### config.mk
export PLATFORM = sky130hd
export DESIGN_NAME = dpsk_carrier_nco
export DESIGN_NICKNAME = d
export VERILOG_FILES = /design/src/rtl/dpsk_pkg.sv /design/src/rtl/dpsk_sine_rom.sv /design/src/rtl/dpsk_carrier_nco.sv
export SDC_FILE = /design/constraint.sdc
export NUM_CORES = 1
export LEC_CHECK = 0
export ABC_AREA = 1
export BUFFER_PORTS_ARGS = -buffer_cell sky130_fd_sc_hd__buf_2
export CAP_MARGIN = 0
export CORE_MARGIN = 5
export CORE_UTILIZATION = 64
export DETAILED_ROUTE_END_ITERATION = 10
export HOLD_SLACK_MARGIN = 0.15
export PLACE_DENSITY = 0.86
export SYNTH_ARGS = -nofsm -noshare
export SYNTH_HDL_FRONTEND = slang
export SYNTH_SLANG_ARGS = --single-unit
### constraint.sdc
create_clock -name clk -period 5.5 [get_ports clk]
set_input_delay 0.825 -clock clk [delete_from_list [all_inputs] [get_ports clk]]
set_output_delay 0.825 -clock clk [all_outputs]
set_load 0.02 [all_outputs]
### src/rtl/dpsk_pkg.sv
// Shared defaults and sine-table generation for the DPSK carrier NCO.
// Table math is integer fixed point so it folds at elaboration.
package dpsk_pkg;

    localparam int DEF_PHASE_W = 16;
    localparam int DEF_ADDR_W  = 5;
    localparam int DEF_DATA_W  = 8;
    localparam int DEF_SPS_W   = 8;

    localparam int     FX_BITS = 28;
    localparam longint FX_ONE  = longint'(1) << FX_BITS;
    localparam longint FX_PI   = 64'sd843314857;

    function automatic int midscale(input int data_w);
        return 1 << (data_w - 1);
    endfunction

    // mid + round((mid-1) * sin(2*pi*k/2^addr_w)), quarter-wave folded
    function automatic int sine_entry(
        input int k,
        input int addr_w,
        input int data_w
    );
        longint n;
        longint qtr;
        longint q;
        longint r;
        longint m;
        longint a;
        longint a2;
        longint term;
        longint sum;
        longint amp;
        longint mag;
        n    = longint'(1) << addr_w;
        qtr  = n >> 2;
        q    = longint'(k) / qtr;
        r    = longint'(k) % qtr;
        m    = ((q % 2) == 0) ? r : qtr - r;
        a    = (2 * FX_PI * m) / n;
        a2   = (a * a) >>> FX_BITS;
        term = a;
        sum  = a;
        for (int i = 1; i <= 10; i++) begin
            term = -((term * a2) >>> FX_BITS) / longint'((2 * i) * (2 * i + 1));
            sum  = sum + term;
        end
        amp = (longint'(1) << (data_w - 1)) - 1;
        mag = (amp * sum + (FX_ONE >>> 1)) >>> FX_BITS;
        if (q >= 2) begin
            return midscale(data_w) - int'(mag);
        end
        return midscale(data_w) + int'(mag);
    endfunction

endpackage

### src/rtl/dpsk_sine_rom.sv
// Full-cycle offset-binary sine table with registered, enabled read.
// Output resets to midscale and holds while the read enable is low.
module dpsk_sine_rom
    import dpsk_pkg::*;
#(
    parameter int ADDR_W = DEF_ADDR_W,
    parameter int DATA_W = DEF_DATA_W
) (
    input  logic              clk,
    input  logic              reset_n,
    input  logic              en_i,
    input  logic [ADDR_W-1:0] addr_i,
    output logic [DATA_W-1:0] data_o
);

    localparam int DEPTH = 1 << ADDR_W;
    localparam logic [DATA_W-1:0] MID = DATA_W'(midscale(DATA_W));

    logic [DATA_W-1:0] tbl [DEPTH];
    logic [DATA_W-1:0] data_q;

    for (genvar g = 0; g < DEPTH; g++) begin : g_tbl
        localparam logic [DATA_W-1:0] ENTRY =
            DATA_W'(sine_entry(g, ADDR_W, DATA_W));
        assign tbl[g] = ENTRY;
    end

    always_ff @(posedge clk or negedge reset_n) begin
        if (!reset_n) begin
            data_q <= MID;
        end else if (en_i) begin
            data_q <= tbl[addr_i];
        end
    end

    assign data_o = data_q;

endmodule

### src/rtl/dpsk_carrier_nco.sv
// DPSK carrier NCO: phase accumulator, symbol timing, one-bit symbol
// buffer and differential 180-degree phase flip into a sine table.
module dpsk_carrier_nco
    import dpsk_pkg::*;
#(
    parameter int PHASE_W = DEF_PHASE_W,
    parameter int ADDR_W  = DEF_ADDR_W,
    parameter int DATA_W  = DEF_DATA_W,
    parameter int SPS_W   = DEF_SPS_W
) (
    input  logic               clk,
    input  logic               reset_n,
    input  logic               enable,
    input  logic [PHASE_W-1:0] fcw,
    input  logic [SPS_W-1:0]   sps,
    input  logic               sym_valid,
    input  logic               sym_data,
    output logic               sym_ready,
    output logic [DATA_W-1:0]  dout,
    output logic               dout_valid,
    output logic               sym_start,
    output logic               underrun
);

    localparam logic [ADDR_W-1:0] HALF = ADDR_W'(1 << (ADDR_W - 1));

    logic [PHASE_W-1:0] acc_q;
    logic [PHASE_W-1:0] acc_d;
    logic [SPS_W-1:0]   cnt_q;
    logic [SPS_W-1:0]   cnt_d;
    logic [SPS_W-1:0]   len_q;
    logic [SPS_W-1:0]   len_d;
    logic [SPS_W-1:0]   len_eff;
    logic [SPS_W-1:0]   last_idx;
    logic               fresh_q;
    logic               flip_q;
    logic               flip_d;
    logic               full_q;
    logic               full_d;
    logic               bit_q;
    logic               bit_d;
    logic               valid_q;
    logic               start_q;
    logic               under_q;
    logic               bnd;
    logic               load;
    logic [ADDR_W-1:0]  addr;

    // fresh_q marks the first clock after reset, where sps is taken live
    always_comb begin
        len_eff  = fresh_q ? sps : len_q;
        last_idx = (len_eff == '0) ? '0 : len_eff - SPS_W'(1);
        bnd      = enable && (cnt_q == last_idx);
        load     = sym_valid && sym_ready;
        acc_d    = enable ? acc_q + fcw : acc_q;
        cnt_d    = cnt_q;
        if (enable) begin
            cnt_d = bnd ? '0 : cnt_q + SPS_W'(1);
        end
        len_d  = (fresh_q || bnd) ? sps : len_q;
        flip_d = flip_q;
        full_d = full_q;
        bit_d  = bit_q;
        if (bnd && full_q) begin
            flip_d = flip_q ^ bit_q;
            full_d = 1'b0;
        end
        if (load) begin
            bit_d  = sym_data;
            full_d = 1'b1;
        end
        addr = acc_q[PHASE_W-1 -: ADDR_W] + (flip_q ? HALF : '0);
    end

    always_ff @(posedge clk or negedge reset_n) begin
        if (!reset_n) begin
            acc_q   <= '0;
            cnt_q   <= '0;
            len_q   <= '0;
            fresh_q <= 1'b1;
            flip_q  <= 1'b0;
            full_q  <= 1'b0;
            bit_q   <= 1'b0;
            valid_q <= 1'b0;
            start_q <= 1'b0;
            under_q <= 1'b0;
        end else begin
            acc_q   <= acc_d;
            cnt_q   <= cnt_d;
            len_q   <= len_d;
            fresh_q <= 1'b0;
            flip_q  <= flip_d;
            full_q  <= full_d;
            bit_q   <= bit_d;
            valid_q <= enable;
            start_q <= enable && (cnt_q == '0);
            under_q <= bnd && !full_q;
        end
    end

    dpsk_sine_rom #(
        .ADDR_W (ADDR_W),
        .DATA_W (DATA_W)
    ) u_rom (
        .clk     (clk),
        .reset_n (reset_n),
        .en_i    (enable),
        .addr_i  (addr),
        .data_o  (dout)
    );

    assign sym_ready  = !fresh_q && !full_q;
    assign dout_valid = valid_q;
    assign sym_start  = start_q;
    assign underrun   = under_q;

endmodule

After elaboration in Yosys (flattened, before gate mapping)
Memories as Yosys holds them, arrays and structs flattened. A register that Yosys moved wholly into a read port is not among the register bits.
Index checks and enable logic that the tools add are counted.
- mux-type cells: 6
- bitwise logic cells: 2
- equality and inequality tests: 1
- add/subtract/negate cells: 4
- reduce and logical (&&, ||, !) cells: 13
- operators with widths (cell ; count):
    $mux 8 ; 3
    $add 16x16->16 ; 1
    $logic_not 8->1 ; 2
    $add 8x1->8 const B ; 1
    $eq 8x8->1 ; 1
    $sub 8x1->8 const B ; 1
    $logic_and 1x1->1 ; 6
    $not 5->6 ; 1
    $add 5x5->5 ; 1
    $mux 5 ; 1
    $logic_not 1->1 ; 3
    $mux 1 ; 2
    $reduce_bool 2->1 ; 1
    $logic_or 1x1->1 ; 1
    $xor 1x1->1 ; 1
- word-level logic and storage cells: 37
- flip-flop bits (word level): 39
- ROM bits: 256
- memories kept: 1
- input bits: 29
- memory list (name ; depth ; width ; rd ports ; clocked after memory_dff ; wr ports ; RTL line ; RTL):
    (name not given) ; 32 ; 8 ; 1 ; 1 ; 0 ; dpsk_sine_rom.sv:32 ; data_q <= tbl[addr_i];

Logic depth before layout (Yosys ltp)
Gate-level depths: netlist (run 1).
- word-level depth: 8
- mapped depth: 19
- depth with buffers taken out: 17

Hierarchy
Synthesis (run 1) repeated with hierarchy kept, for this count alone.
- cells, all modules: 528
- area total of the unflattened synthesis: 3614.7 µm²
- by module, submodules not included (module ; times used ; seq. area each (µm²) ; area an instance (µm²) ; cells each):
    dpsk_carrier_nco ; 1 ; 977.2 ; 2839.0 ; 408
    dpsk_sine_rom ; 1 ; 201.4 ; 775.7 ; 120

Least setup slack after synthesis (run 1)
OpenSTA, ideal clock, no wires.
- path type: input-to-reg
- start: in sps[0]
- end: reg len_q[2]
- data required time: 5.384 ns
- arrival time: 2.428 ns
- cell stages on the path: 15
- setup slack: 2.956 ns
- cells stage by stage: inv_1 nand2_1 nand2_2 ha_1 nand3_1 nor2_2 nand3_2 buf_6 nand3_1 nand4_1 nor2_2 nand3_4 buf_6 nand3_1 nand2_1
- word-level cells in the longest chain between the ends: 6
- ends and longest elaborated chain (item ; RTL line ; RTL):
    from (decl) ; dpsk_carrier_nco.sv:15 ; input logic [SPS_W-1:0] sps,
    $mux 8 (*) ; dpsk_carrier_nco.sv:51 ; len_eff = fresh_q ? sps : len_q;
    $sub 8x1->8 or $logic_not 8->1 (tied branches) ; dpsk_carrier_nco.sv:52 ; last_idx = (len_eff == '0) ? '0 : len_eff - SPS_W'(1);
    $mux 8 (*) ; dpsk_carrier_nco.sv:52 ;
    $eq 8x8->1 (*) ; dpsk_carrier_nco.sv:53 ; bnd = enable && (cnt_q == last_idx);
    $logic_and 1x1->1 (*) ; dpsk_carrier_nco.sv:53 ;
    $logic_or 1x1->1 (*) ; dpsk_carrier_nco.sv:60 ; len_d = (fresh_q || bnd) ? sps : len_q;
    to (signal assigned) ; dpsk_carrier_nco.sv:90 ; len_q <= len_d;
    to (decl) ; dpsk_carrier_nco.sv:31 ; logic [SPS_W-1:0] len_q;
Mark *: on every way between the ends. The rest lies on a longest branch, timed or not.
A chain may end at the register's enable or synchronous reset.

Worst setup path after layout (run 1)
- start: reg fresh_q
- end: reg len_q[3]
- word-level cells in the longest chain between the ends: 6
- ends and longest elaborated chain (item ; RTL line ; RTL):
    from (decl) ; dpsk_carrier_nco.sv:35 ; logic fresh_q;
    from (signal assigned) ; dpsk_carrier_nco.sv:80 ; fresh_q <= 1'b1;
    from (signal assigned) ; dpsk_carrier_nco.sv:91 ; fresh_q <= 1'b0;
    $mux 8 ; dpsk_carrier_nco.sv:51 ;
    $sub 8x1->8 or $logic_not 8->1 (tied branches) ; dpsk_carrier_nco.sv:52 ;
    $mux 8 ; dpsk_carrier_nco.sv:52 ;
    $eq 8x8->1 ; dpsk_carrier_nco.sv:53 ;
    $logic_and 1x1->1 ; dpsk_carrier_nco.sv:53 ;
    $logic_or 1x1->1 (*) ; dpsk_carrier_nco.sv:60 ;
Marks and branches as above.

==> results of run 1 <==
critical path, delay by kind of cell (launching register included):
family | cells | cell delay, ps
adder cells (fa/ha/maj) | 1 | 220
buffers and inverters | 1 | 60
flip-flops | 1 | 760
AND/OR/NAND/NOR | 13 | 1850
state kept, by name (all words and copies together) (netlist names), 8 cells and up:
name          flops
cnt_q             8
len_q             8
acc_q            16
u_rom.data_o      8
worst paths after layout:
kind | endpoint | start | cells after the start
max | len_q[3] | fresh_q | 15
min | u_rom.data_o[2] | u_rom.data_o[2] | 2
max reg2reg | len_q[3] | fresh_q | 15
min reg2reg | u_rom.data_o[2] | u_rom.data_o[2] | 2
max in group asynchronous | len_q[1] | reset_n | 2
min in group asynchronous | len_q[7] | reset_n | 2
kinds of logic after synthesis:
group | synth area share (%)
compound gates | 10.42
xor+xnor | 3.660
flops | 32.83
mux | 0.3137
simple gates | 34.75
buf+inv | 9.341
other cells | 0.1045
fa+ha+maj | 8.575
metrics by stage:
step                      utilization (%)  instance area, um^2
after floorplan                         -                 3590
after global placement              69.04                 3779
after detailed placement            69.04                 3779
after CTS                           70.87                 3879
after global routing                70.87                 3879
final                               70.87                 3879
synthesized netlist by cell type (5+ instances only):
| cell | count |
|---|---|
| clkbuf_1 | 5 |
| xor2_1 | 8 |
| inv_1 | 54 |
| dfrtp_1 | 45 |
| nand3_1 | 47 |
| ha_1 | 23 |
| a21oi_1 | 24 |
| o21ai_0 | 29 |
| nand2_1 | 179 |
| buf_6 | 6 |
| nand4_1 | 9 |
| xnor2_1 | 7 |
| nor2_1 | 38 |
| nor3_1 | 6 |
metal layers:
layer  GRT usage [%]  wire [um]  up-vias
met5               0          0        -
met4           8.345        144        0
met3           3.204        309       16
met2           41.92       4066       75
met1           30.01       3617     1621
li1                -          -     1741
area by class of cell:
cell class                 instances  area (um^2)
timing repair buffer              42        215.2
multi-input combinational        400         2076
inverter                          57        219.0
fill                             508         1594
tap                               72        90.09
clock buffer                       8        100.1
sequential                        47         1179
power breakdown:
| part | switching (uW) | internal [uW] |
|---|---|---|
| combinational | 641 | 379 |
| sequential | 117 | 475 |
| clock | 121 | 115 |
==> flow_summary.yaml, run 1 <==
status:
  run_status: "finished, final reports clean"
placed_design:
  dpl.hpwl_um: 6113
  place_congestion: 0.9019
  dp_slack_ps: 2344
  portBuffers: 40
  dp.cells: 618
synthesis:
  yosysSeqAreaShare_pct: 32.83
  synth_top_area_share_pct: 31.37
  synth-edff-count: 0
  avgSynthCellArea_um2: 6.930
  synthesis.area_mm2: 0.003590
  synth.distinct_cells: 38
  postSynthNetCount: 571
  synth_flop_cell: "dfrtp_1"
  netlist_instances: 518
  async_flop_share_pct: 100.0
  synth-seq-cells: 47
  synth_area_leaders: "dfrtp_1, nand2_1, ha_1, nand3_1, inv_1"
  yosys.area.top_type: "dfrtp_1"
  synth_warnings: 0
route:
  drc: 0
  detail-route-antenna-nets: 0
  viasPerCell: 5.516
  wl_per_cell_um: 13.00
  dr.first_iter.drc_count: 152
  routed_wl_um: 8138
  num_vias: 3453
  first_pass_iters: 5
global_routing:
  grt_pass1_vias: 3297
  antenna_found_initial: 0
  gr-total-overflow: 0
  grt_pass1_wl_um: 14270
  grt_usage_pct: 23.84
  grt_max_degree: 48
die:
  rows: 27
  coreArea_mm2: 0.005473
  dieArea_mm2: 0.007206
  ioPinCount: 41
  die_w_um: 84.89
  dieHeight_um: 84.89
  start_util_pct: 65.59
timing:
  layout_worst_path_cycle_share_pct: 54.01
  fin_hold_ws_ps: 480.5
  finalWorstSetupSlack_ps: 2529
  skew_ps: 3.946
  fin_crit_ps: 2971
  max_slew.worst_pin.slew_ps: 603.7
  finalHoldViolCount: 0
  tns_ps: 0
  slew_violations: 0
  rsz0062_at_grt: "false"
  setup_violations: 0
  fmax_ghz: 0.3366
  max_slew_margin_pct: 59.47
clock_tree:
  insertion_delay_ps: 300
  post_cts_resized: 0
  cts_tree: "built"
  cts-root-buf: "clkbuf_8"
  cts_sinks: 47
  htreeDepth: 2
  cts_buffer_depth: 2
  postCtsSetupBuffers: 0
  cts.clk_slew.worst_paths_ps: 90
  hold_buffers: 0
  cts_buffers: 5
final_layout:
  nets: 606
  drive_gt1_share_pct: 11.55
  final_common_cell: "nand2_1"
  area_growth_pct: 8.052
  diodes: 0
  layout_common_cells: "nand2_1, inv_1, nand3_1"
  fin_cells: 626
worst_setup_path:
  start_kind: "flop"
  crit_chain: "nand2_1 -> nand2_2 -> ha_1 -> nand3_1 -> nor2_2 -> nand3_2 -> nand3_1 -> nand2_1 -> inv_1 -> nand2_1 -> nor2_2 -> nand3_4 -> nand2_2 -> nand2_1 -> nand2_1"
  worstPathRequired_ps: 5750
  slowest_delay_ps: 760
  cp-end-kind: "flop"
  reg2reg_setup_slack_ps: 2530
  cp_common_cell: "nand2_1"
  critPathArrivalTime_ps: 3220
  crit_type: "reg -> reg"
  critPathMaxFanout: 17
  crit_slowest_cell: "dfstp_2"
flow_run:
  max_cap_viol_count: 0
pwr:
  totalPowerFinal_uw: 1848
  pwr_density_cell_mw_per_mm2: 476.4
  ir_worst_vdd_uv: 335.8
  p_leak_uw: 0.002130
min_path:
  min_path_type: "reg -> reg"
Note: power is estimated with default switching activity, not from simulation.
==> inputs of run 2 (changes only) <==
--- a/config.mk
+++ b/config.mk
@@ -5,14 +5,14 @@
 export SDC_FILE = /design/constraint.sdc
 export NUM_CORES = 1
 export LEC_CHECK = 0
-export ABC_AREA = 1
+export ABC_AREA = 0
 export BUFFER_PORTS_ARGS = -buffer_cell sky130_fd_sc_hd__buf_2
 export CAP_MARGIN = 0
 export CORE_MARGIN = 5
-export CORE_UTILIZATION = 64
+export CORE_UTILIZATION = 59
 export DETAILED_ROUTE_END_ITERATION = 10
 export HOLD_SLACK_MARGIN = 0.15
-export PLACE_DENSITY = 0.86
+export PLACE_DENSITY = 0.81
 export SYNTH_ARGS = -nofsm -noshare
 export SYNTH_HDL_FRONTEND = slang
 export SYNTH_SLANG_ARGS = --single-unit
==> constraint.sdc (replaced) <==
create_clock -name clk -period 2.8 [get_ports clk]
set_input_delay 0.42 -clock clk [delete_from_list [all_inputs] [get_ports clk]]
set_output_delay 0.42 -clock clk [all_outputs]
set_load 0.02 [all_outputs]
==> flow_summary.yaml, run 2 <==
status:
  run_status: "finished with violations"
  failed_checks: "setup timing"
timing:
  slew_violations: 0
  layout_worst_path_cycle_share_pct: 113.3
  setup_violations: 19
  fmax_ghz: 0.3153
  finalHoldViolCount: 0
  max_slew.worst_pin.slew_ps: 1058
  max_slew_margin_pct: 29.47
  rsz0062_at_grt: "true"
  skew_ps: 8.168
  fin_crit_ps: 3172
  finalWorstSetupSlack_ps: -371.5
  tns_ps: -4131
final_layout:
  layout_common_cells: "dfrtp_1, buf_2, buf_4"
  final_area_mm2: 0.004146
  diodes: 0
  final_common_cell: "dfrtp_1"
  fillCellCount: 387
  multiInputGateArea_mm2: 0.002202
  area_growth_pct: 22.11
  drive_gt1_share_pct: 33.10
  largest_register_ffs: 16
  nets: 475
  seq_area_mm2: 0.001179
  top_register: "acc_q"
global_routing:
  grt_usage_pct: 23.04
  grt_pass1_vias: 2948
  antenna_found_initial: 0
  gr-total-overflow: 0
  grt_max_degree: 48
  grt_pass1_wl_um: 13730
synthesis:
  netlist_instances: 356
  synth.distinct_cells: 64
  synth_warnings: 0
  yosysSeqAreaShare_pct: 34.71
  synth_flop_cell: "dfrtp_1"
  yosys.area.top_type: "dfrtp_1"
  synthesis.area_mm2: 0.003396
  synth-seq-cells: 47
  async_flop_share_pct: 100.0
  synth-edff-count: 0
  postSynthNetCount: 409
  synth_area_leaders: "dfrtp_1, ha_1, mux2_2, a21oi_1, mux2_4"
  synth.most_common_cell: "dfrtp_1"
  synth_top_area_share_pct: 33.16
  avgSynthCellArea_um2: 9.539
  synth_common_cells: "dfrtp_1, nor2_1, a21oi_1"
flow_run:
  max_cap_viol_count: 0
worst_setup_path:
  regToRegEndpoint: "len_q[2]"
  reg2reg_setup_slack_ps: -370
  crit_type: "reg -> reg"
  start_kind: "flop"
  cp-end-kind: "flop"
  critPathArrivalTime_ps: 3360
  cp_top_family: "simple AND/OR/NAND/NOR gates"
  crit_buf_inv: 2
  r2r-start: "fresh_q"
  slowest_delay_ps: 620
  crit_chain: "buf_4 -> or3b_2 -> a21oi_1 -> o22ai_1 -> o311ai_2 -> o2111ai_2 -> nor4_4 -> or2_1 -> buf_12 -> mux2_4"
  crit_slowest_cell: "dfstp_2"
  worstPathRequired_ps: 2990
  critPathMaxFanout: 8
  ff2ff_path_depth: 10
route:
  wl_per_cell_um: 16.50
  viasPerCell: 5.919
  first_pass_iters: 4
  routed_wl_um: 8167
  num_vias: 2930
  drc: 0
  dr.first_iter.drc_count: 168
  detail-route-antenna-nets: 0
placed_design:
  place_congestion: 0.8451
  dpl.hpwl_um: 5736
  placed_area_mm2: 0.003889
  dp_slack_ps: -431.7
  portBuffers: 40
min_path:
  min_path_type: "in -> async"
pwr:
  ir_worst_vdd_uv: 581.4
  totalPowerFinal_uw: 3905
  p_leak_uw: 0.001892
  pwr_density_cell_mw_per_mm2: 941.8
die:
  ioPinCount: 41
  die_w_um: 85.87
  rows: 27
  coreArea_mm2: 0.005540
  dieHeight_um: 85.87
  dieArea_mm2: 0.007373
  start_util_pct: 61.29
clock_tree:
  cts.clk_slew.worst_paths_ps: 90
  hold_buffers: 0
  cts_buffer_depth: 2
  cts_buffers: 5
  cts_sinks: 47
  cts-root-buf: "clkbuf_8"
  htreeDepth: 2
  cts_tree: "built"
  insertion_delay_ps: 300
[run 2: repair_timing]
action,4_1_cts,5_1_grt
gates resized for setup,10,11
setup endpoints to repair,19,20
pin swaps,13,7
buffers inserted,2,3
[run 2: worst max-delay path by stage]
| stage | start | end | slack, ps | depth (start not counted) |
|---|---|---|---|---|
| floorplan | fresh_q | len_q[0] | -430 | 13 |
| detailed placement | fresh_q | len_q[2] | -430 | 11 |
| global route | fresh_q | len_q[4] | -530 | 10 |
| finish | fresh_q | len_q[2] | -370 | 10 |
| global placement | fresh_q | len_q[1] | -300 | 11 |
| CTS | fresh_q | len_q[2] | -360 | 11 |
[run 2: through the flow]
step                hold slack [ps]  util (%)  instances
floorplan                     124.4         -        356
global placement              466.5     70.19        482
detailed placement            476.4     70.19        482
CTS                           331.2     73.28        492
global route                  354.2     74.84        495
finish                        300.4     74.84        495
[run 2: report_power, final]
part	switching [uW]	leakage [uW]	internal (uW)	total (uW)
Sequential	311	0.000560	936	1250
Combinational	1090	0.00127	1030	2120
Clock	243	0.0000618	294	537
[run 2: kinds of logic (layout without fill, tap and decap cells)]
family	Yosys count	after routing	synth area share [%]
other cells	1	1	0.1104
simple gates	102	102	16.03
flops	47	47	34.71
fa+ha+maj	24	24	9.064
compound gates	91	91	17.21
buf+inv	34	101	4.458
xor+xnor	22	22	5.674
mux	35	35	12.75
[run 2: area by class of cell]
type | count | area share (%)
Multi-Input combinational cell | 275 | 53.11
Inverter | 17 | 1.539
Sequential cell | 47 | 28.42
Clock buffer | 6 | 1.992
Timing Repair Buffer | 76 | 11.83
Clock inverter | 2 | 0.9354
Tap cell | 72 | 2.173
[run 2: routing by layer]
layer	routed length [um]	GRT usage, %	vias up
met5	0	0	-
met4	118	7.914	0
met3	311	3.746	11
met2	4212	39.03	67
met1	3524	29.75	1424
li1	-	-	1428
